### config.mk
export PLATFORM = sky130hd
export DESIGN_NAME = train_transit_timer
export DESIGN_NICKNAME = d
export VERILOG_FILES = /design/src/rtl/train_transit_timer.sv
export SDC_FILE = /design/constraint.sdc
export NUM_CORES = 1
export LEC_CHECK = 0
export BUFFER_PORTS_ARGS = -buffer_cell sky130_fd_sc_hd__buf_2
export CELL_PAD_IN_SITES_DETAIL_PLACEMENT = 2
export CELL_PAD_IN_SITES_GLOBAL_PLACEMENT = 2
export CORE_ASPECT_RATIO = 0.7
export CORE_MARGIN = 5
export CORE_UTILIZATION = 34
export DETAILED_ROUTE_END_ITERATION = 8
export MAX_ROUTING_LAYER = met4
export PLACE_DENSITY_LB_ADDON = 0.1
export SLEW_MARGIN = 15
export SYNTH_ARGS = -nofsm -noshare
export SYNTH_HDL_FRONTEND = slang
export SYNTH_SLANG_ARGS = --single-unit
### constraint.sdc
create_clock -name clk -period 3.7 [get_ports clk]
set_input_delay 0.74 -clock clk [delete_from_list [all_inputs] [get_ports clk]]
set_output_delay 0.74 -clock clk [all_outputs]
set_load 0.01 [all_outputs]
### src/rtl/train_transit_timer.sv
// train_transit_timer: measures the S1 -> S2 transit time of a train in ms.
// Sensors are synchronised, optionally debounced, and edge detected. A
// two-state FSM (IDLE / MEASURE) runs a prescaled ms counter between the
// s1 and s2 events. It reports either a time_valid pulse with time_in
// loaded, or a timeout pulse when the count reaches MAX_MS.
// Optional feature macro: SENSOR_DEBOUNCE_EN (per-sensor stable-level filter).
//
// Output handshake: time_valid is a one-cycle strobe with no ready. time_in
// is valid in the strobe cycle and holds until the next strobe. timeout is
// a one-cycle strobe, exclusive with time_valid. busy mirrors the FSM state
// (1 = MEASURE) and is the debug view of the state register.
module train_transit_timer #(
  parameter int TICK_DIV   = 50000,
  parameter int MAX_MS     = 524287,
  parameter int DEB_CYCLES = 16
) (
  input  logic        clk,
  input  logic        rst_n,
  input  logic        s1,
  input  logic        s2,
  output logic [18:0] time_in,
  output logic        time_valid,
  output logic        timeout,
  output logic        busy
);

  localparam int PSW = (TICK_DIV > 1) ? $clog2(TICK_DIV) : 1;
  localparam logic [PSW-1:0] PRESC_LAST = PSW'(TICK_DIV - 1);
  localparam logic [18:0]    MAX_V      = 19'(MAX_MS);

  typedef enum logic {IDLE = 1'b0, MEASURE = 1'b1} state_t;

  state_t           state_q, state_d;
  logic [PSW-1:0]   presc_q, presc_d;
  logic [18:0]      ms_q, ms_d, ms_next;
  logic             tick, load, abort;

  // Bit 0 carries s1, bit 1 carries s2 throughout the sensor path.
  logic [1:0]       meta_q, sync_q, lvl, lvl_prev_q, armed_q, ev;
  logic [1:0]       prime_q;
  logic             primed;

  // Two-flop synchronisers for both sensors
  always_ff @(posedge clk or negedge rst_n) begin
    if (!rst_n) begin
      meta_q <= 2'b00;
      sync_q <= 2'b00;
    end else begin
      meta_q <= {s2, s1};
      sync_q <= meta_q;
    end
  end

  // Priming counter: sync_q only reflects the real pins two cycles after reset
  always_ff @(posedge clk or negedge rst_n) begin
    if (!rst_n) prime_q <= 2'd0;
    else if (prime_q != 2'd2) prime_q <= prime_q + 2'd1;
  end
  assign primed = (prime_q == 2'd2);

  // Arm each sensor only once it has been seen low after reset, so a pin
  // already high when reset releases cannot produce a spurious event
  always_ff @(posedge clk or negedge rst_n) begin
    if (!rst_n) armed_q <= 2'b00;
    else        armed_q <= armed_q | ({2{primed}} & ~sync_q);
  end

`ifdef SENSOR_DEBOUNCE_EN
  localparam int DCW = $clog2(DEB_CYCLES + 1);
  localparam logic [DCW-1:0] DEB_LAST = DCW'(DEB_CYCLES - 1);

  logic [1:0] filt_q;

  for (genvar g = 0; g < 2; g++) begin : g_deb
    logic [DCW-1:0] cnt_q;
    // Filtered level follows sync only after DEB_CYCLES consecutive cycles
    always_ff @(posedge clk or negedge rst_n) begin
      if (!rst_n) begin
        cnt_q     <= '0;
        filt_q[g] <= 1'b0;
      end else if (sync_q[g] == filt_q[g]) begin
        cnt_q     <= '0;
      end else if (cnt_q == DEB_LAST) begin
        cnt_q     <= '0;
        filt_q[g] <= sync_q[g];
      end else begin
        cnt_q     <= cnt_q + 1'b1;
      end
    end
  end

  assign lvl = filt_q;
`else
  assign lvl = sync_q;
`endif

  // Previous level register for rising-edge detection
  always_ff @(posedge clk or negedge rst_n) begin
    if (!rst_n) lvl_prev_q <= 2'b00;
    else        lvl_prev_q <= lvl;
  end

  assign ev = lvl & ~lvl_prev_q & armed_q;

  // Tick on the last prescaler count; the counter value seen by a
  // same-cycle s2 event includes this tick
  assign tick    = (state_q == MEASURE) && (presc_q == PRESC_LAST);
  assign ms_next = ms_q + {18'd0, tick};

  // Next-state and counter logic; s2 beats s1 beats timeout in MEASURE
  always_comb begin
    state_d = state_q;
    presc_d = presc_q;
    ms_d    = ms_q;
    load    = 1'b0;
    abort   = 1'b0;
    case (state_q)
      IDLE: begin
        presc_d = '0;
        ms_d    = '0;
        if (ev[0]) state_d = MEASURE;
      end
      MEASURE: begin
        if (ev[1]) begin
          load    = 1'b1;
          state_d = IDLE;
          presc_d = '0;
          ms_d    = '0;
        end else if (ev[0]) begin
          presc_d = '0;
          ms_d    = '0;
        end else if (ms_next == MAX_V) begin
          abort   = 1'b1;
          state_d = IDLE;
          presc_d = '0;
          ms_d    = '0;
        end else begin
          presc_d = tick ? '0 : presc_q + 1'b1;
          ms_d    = ms_next;
        end
      end
      default: begin
        state_d = IDLE;
        presc_d = '0;
        ms_d    = '0;
      end
    endcase
  end

  // State, counters and registered outputs
  always_ff @(posedge clk or negedge rst_n) begin
    if (!rst_n) begin
      state_q    <= IDLE;
      presc_q    <= '0;
      ms_q       <= '0;
      time_in    <= '0;
      time_valid <= 1'b0;
      timeout    <= 1'b0;
    end else begin
      state_q    <= state_d;
      presc_q    <= presc_d;
      ms_q       <= ms_d;
      time_valid <= load;
      timeout    <= abort;
      if (load) time_in <= ms_next;
    end
  end

  assign busy = (state_q == MEASURE);

endmodule

==> metrics list <==
* Run status: finished, final reports clean
* Number of nets in the final layout: between 300 and 400
- Final Power: 1.70 mW
- Post-Route WL: 9050 um
- The repair_antennas step left the layout with diodes totalling 0.
* Required time of the worst setup path: 3.91 ns
* Number of distinct library cell variants in the gate-level netlist after synthesis: 38
- The first global-routing pass estimated 13800 um of wire.
- STA classifies the critical path startpoint as a register.
* Worst ir drop on vdd: approximately 0.00022 V
* Flop and latch count out of synthesis: between 60 and 70
- The initial antenna violation count came to 0.
- Core box area: between 8000 and 9000 sq um
- Critical path data arrival time: 3.88 ns
- From left edge to right edge, the die measures between 100 and 150 um.
* Fin Clk Skew: 0.00583 ns
* H-tree level count: 3
- The number of hold buffers added after CTS was 0.
- In the synthesized netlist the async set-or-reset flop fraction comes to between 90% and 100%.
- Net Sw Power: 0.403 mW
- Fraction of the cycle the final worst path needs: 99.0%
* DRC violation total after the first TritonRoute iteration: 110
- Share of power burned in the clock network: 50.9%
* TritonCTS clock tree: yes
- Before antenna repair, the detailed router went through 4 iterations.
- Maximum fanout along the worst path: 7
- In this run the vertical extent of the chip is between 80 and 90 um.
* Via count of the first global-routing pass: around 2500
* Static leakage power: around 1.7 nW
* Max clock buf depth: 2
* Detail Route Antenna Nets: 0
* Overflow left after global routing: 0
- CTS saw 67 sinks.
- Worst hold margin: approximately 0.36 ns
* Post-route DRC: 0
- Sequential group share of total power: 44.0%
- The final count of pins violating max slew was 0.
- Maximum Capacitance Violations: 0
* Type of the most critical hold path: register to register
- Vias per Instance: 5.10
- Hpwl dp: 5820 um
- Initial Util: between 30 and 40%
- Measured against its own limit, the worst slew margin works out to 49.8%.
* Placer Congestion: between 0.7 and 0.8
* Classification of the worst setup path: register to register
* Clock Latency Late Sink: about 0.33 ns
- Detailed routing inserted a total of ~2400 vias.
- Number of fillers in the final layout: around 900
* Total power divided by cell area: around 440 nW/um^2
* Area of the multi-input gates: 1360 sq um
* Maximum clock rate: ~270 MHz
* Endpoint class of the critical path: register
- Number of setup violations in the final report: 0
- Entering global routing, the biggest net connects 40 pins.
- Share of final-layout standard cells stronger than drive strength 1: 20.8%
- Register area share after synthesis: approximately 55%
* Number of enable-type register cells in the synthesized netlist: 0
- Combinational logic is responsible for under 10% of the overall power.
* Primary flip-flop cell chosen by synthesis mapping: dfrtp_1
* Minimum period implied by the final worst setup slack: roughly 3.7 ns
- Cell chosen for the clock root: clkbuf_16
- Counting the buffers created by CTS gives 9.
* P&R area growth vs syn: 26.2%
- Cell internal pwr: roughly 1.3 mW
- Average routed wire per standard cell: about 19 um
- Overall Global Routing Usage: between 15 and 20%
- Counting every instance in the synthesized netlist gives ~300.
- Summed instance area of the synthesized netlist: about 3000 sq um
* Clk slew on worst S/H paths: about 0.06 ns
- Net count of the mapped netlist: ~310
- Dividing the synthesized area by the synthesized cell count gives 10.0 sq um.
- The floorplan has 28 rows.
- Slew of the pin with the lowest slew margin: ~0.75 ns
- Num ports: 26
- Input/output buffers: 25
* Synth warnings: 0
* Sequential cell area: around 1700 sq um
- Net switching is 23.7% of the power.
- The number of failing hold endpoints at the final stage is 0.
* Die outline area: 11000 sq um
-- final timing paths --
check	from	endpoint	slack (ns)	depth (start not counted)
worst max-delay path	presc_q[11]	ms_q[15]	0.04	12
worst min-delay path	meta_q[1]	lvl[1]	0.36	0
worst max register to register	presc_q[11]	ms_q[15]	0.04	12
worst min register to register	meta_q[1]	lvl[1]	0.36	0
max in group asynchronous	rst_n	ms_q[15]	2.35	2
min in group asynchronous	rst_n	time_in[7]	0.47	1
-- area by class of cell --
class                           instances  area share [%]
Timing Repair Buffer                   41            8.06
Multi-Input combinational cell        218            35.5
Clock buffer                            9            5.87
Sequential cell                        67            43.7
Clock inverter                          7            2.02
Tap cell                              120            3.92
Inverter                                9           0.881
-- stage by stage --
step | setup TNS (ns) | instance area [sq um] | util (%) | worst slack (ns) | instances
detailed placement | 0 | 3350 | 39.0 | 0.0144 | 448
finish | 0 | 3830 | 44.7 | 0.0373 | 471
global placement | 0 | 3350 | 39.0 | 0.134 | 448
floorplan | 0 | 3040 | - | 0.0243 | 303
global route | -2.00 | 3830 | 44.7 | -0.0991 | 471
CTS | 0 | 3660 | 42.7 | 0.000502 | 464
-- cell usage in the layout (no fill, tap or decap), types with 2 or more instances in the layout --
| cell | instances |
|---|---|
| clkbuf_16 | 11 |
| buf_2 | 25 |
| nand4_1 | 9 |
| buf_4 | 11 |
| or4_1 | 3 |
| nand4b_1 | 2 |
| nand3_1 | 14 |
| nand3b_1 | 2 |
| nor4_4 | 2 |
| or3_1 | 2 |
| dfrtp_1 | 67 |
| xnor2_1 | 14 |
| buf_12 | 2 |
| o211ai_1 | 2 |
| nand2_2 | 2 |
| inv_1 | 9 |
| o21ai_0 | 21 |
| and4_1 | 2 |
| nand2_1 | 39 |
| nor3_1 | 16 |
| clkinvlp_4 | 3 |
| xor2_1 | 19 |
| ha_1 | 2 |
| nor2_1 | 39 |
| and3_1 | 6 |
| a21o_1 | 2 |
| ha_4 | 2 |
-- per-layer routing --
layer	vias to the layer above	part of all wire [%]	GRT usage [%]
li1	1138	-	-
met1	1221	50	23.6
met2	34	46	25.5
met3	11	2.8	4.49
met4	0	1.0	5.43
met5	-	0	-
-- cells by family (layout without fill, tap and decap cells) --
group                      Yosys count  count (layout)  share of synthesized area [%]
and+or+nand+nor                    146             146                           23.8
DFF                                 67              67                           55.2
AOI/OAI and AO/OA                   34              34                           7.04
xor gates and xnor gates            34              34                           9.80
buffers and inverters               18              66                           2.55
adders and majority gates            4               4                           1.65
-- timing repair --
action	in CTS	in global routing
cloned	0	3
buffers inserted	0	4
pin swaps	0	5
endpoints found under the setup margin	9	35
resized for setup	2	11
-- synthesized netlist by cell type (3+ instances only) --
cell / instances / area share, %
nor3_1: 17 / 2.8
inv_1: 9 / 1.1
o21ai_0: 21 / 3.5
dfrtp_1: 67 / 55
clkbuf_1: 5 / 0.62
nand3_1: 14 / 2.3
xnor2_1: 15 / 4.3
ha_1: 4 / 1.6
xor2_1: 19 / 5.5
nand4_1: 9 / 1.9
nor2_1: 39 / 4.8
nand2_1: 41 / 5.1
and3_1: 6 / 1.2
or4_1: 3 / 0.74
-- registers in the layout (all words and copies together) (netlist names) --
signal,flops
time_in,19
lvl_prev_q,2
timeout,1
presc_q,16
meta_q,2
prime_q,2
armed_q,2
busy,1
ms_q,19
lvl,2
time_valid,1
-- critical path, stage by stage, from the launching register on --
cell	delay [ns]
dfrtp_1	0.41
or4b_2	0.66
nor4_2	0.23
nand4b_1	0.15
inv_1	0.14
ha_4	0.17
nand2_2	0.11
o41ai_1	0.55
a21boi_2	0.16
a211o_4	0.37
o21ai_4	0.30
clkbuf_16	0.23
nor2_1	0.05
-- power by group through the flow --
| stage | registers [mW] | logic, mW | clock network (mW) |
|---|---|---|---|
| finish | 0.747 | 0.0857 | 0.865 |
| global route | 0.748 | 0.0943 | 0.920 |
| CTS | 0.747 | 0.0663 | 0.885 |
| detailed placement | 0.761 | 0.0652 | 0 |
| global placement | 0.760 | 0.0626 | 0 |
| floorplan | 0.760 | 0.0289 | 0 |
No activity file was read; power rests on OpenSTA's default activity.
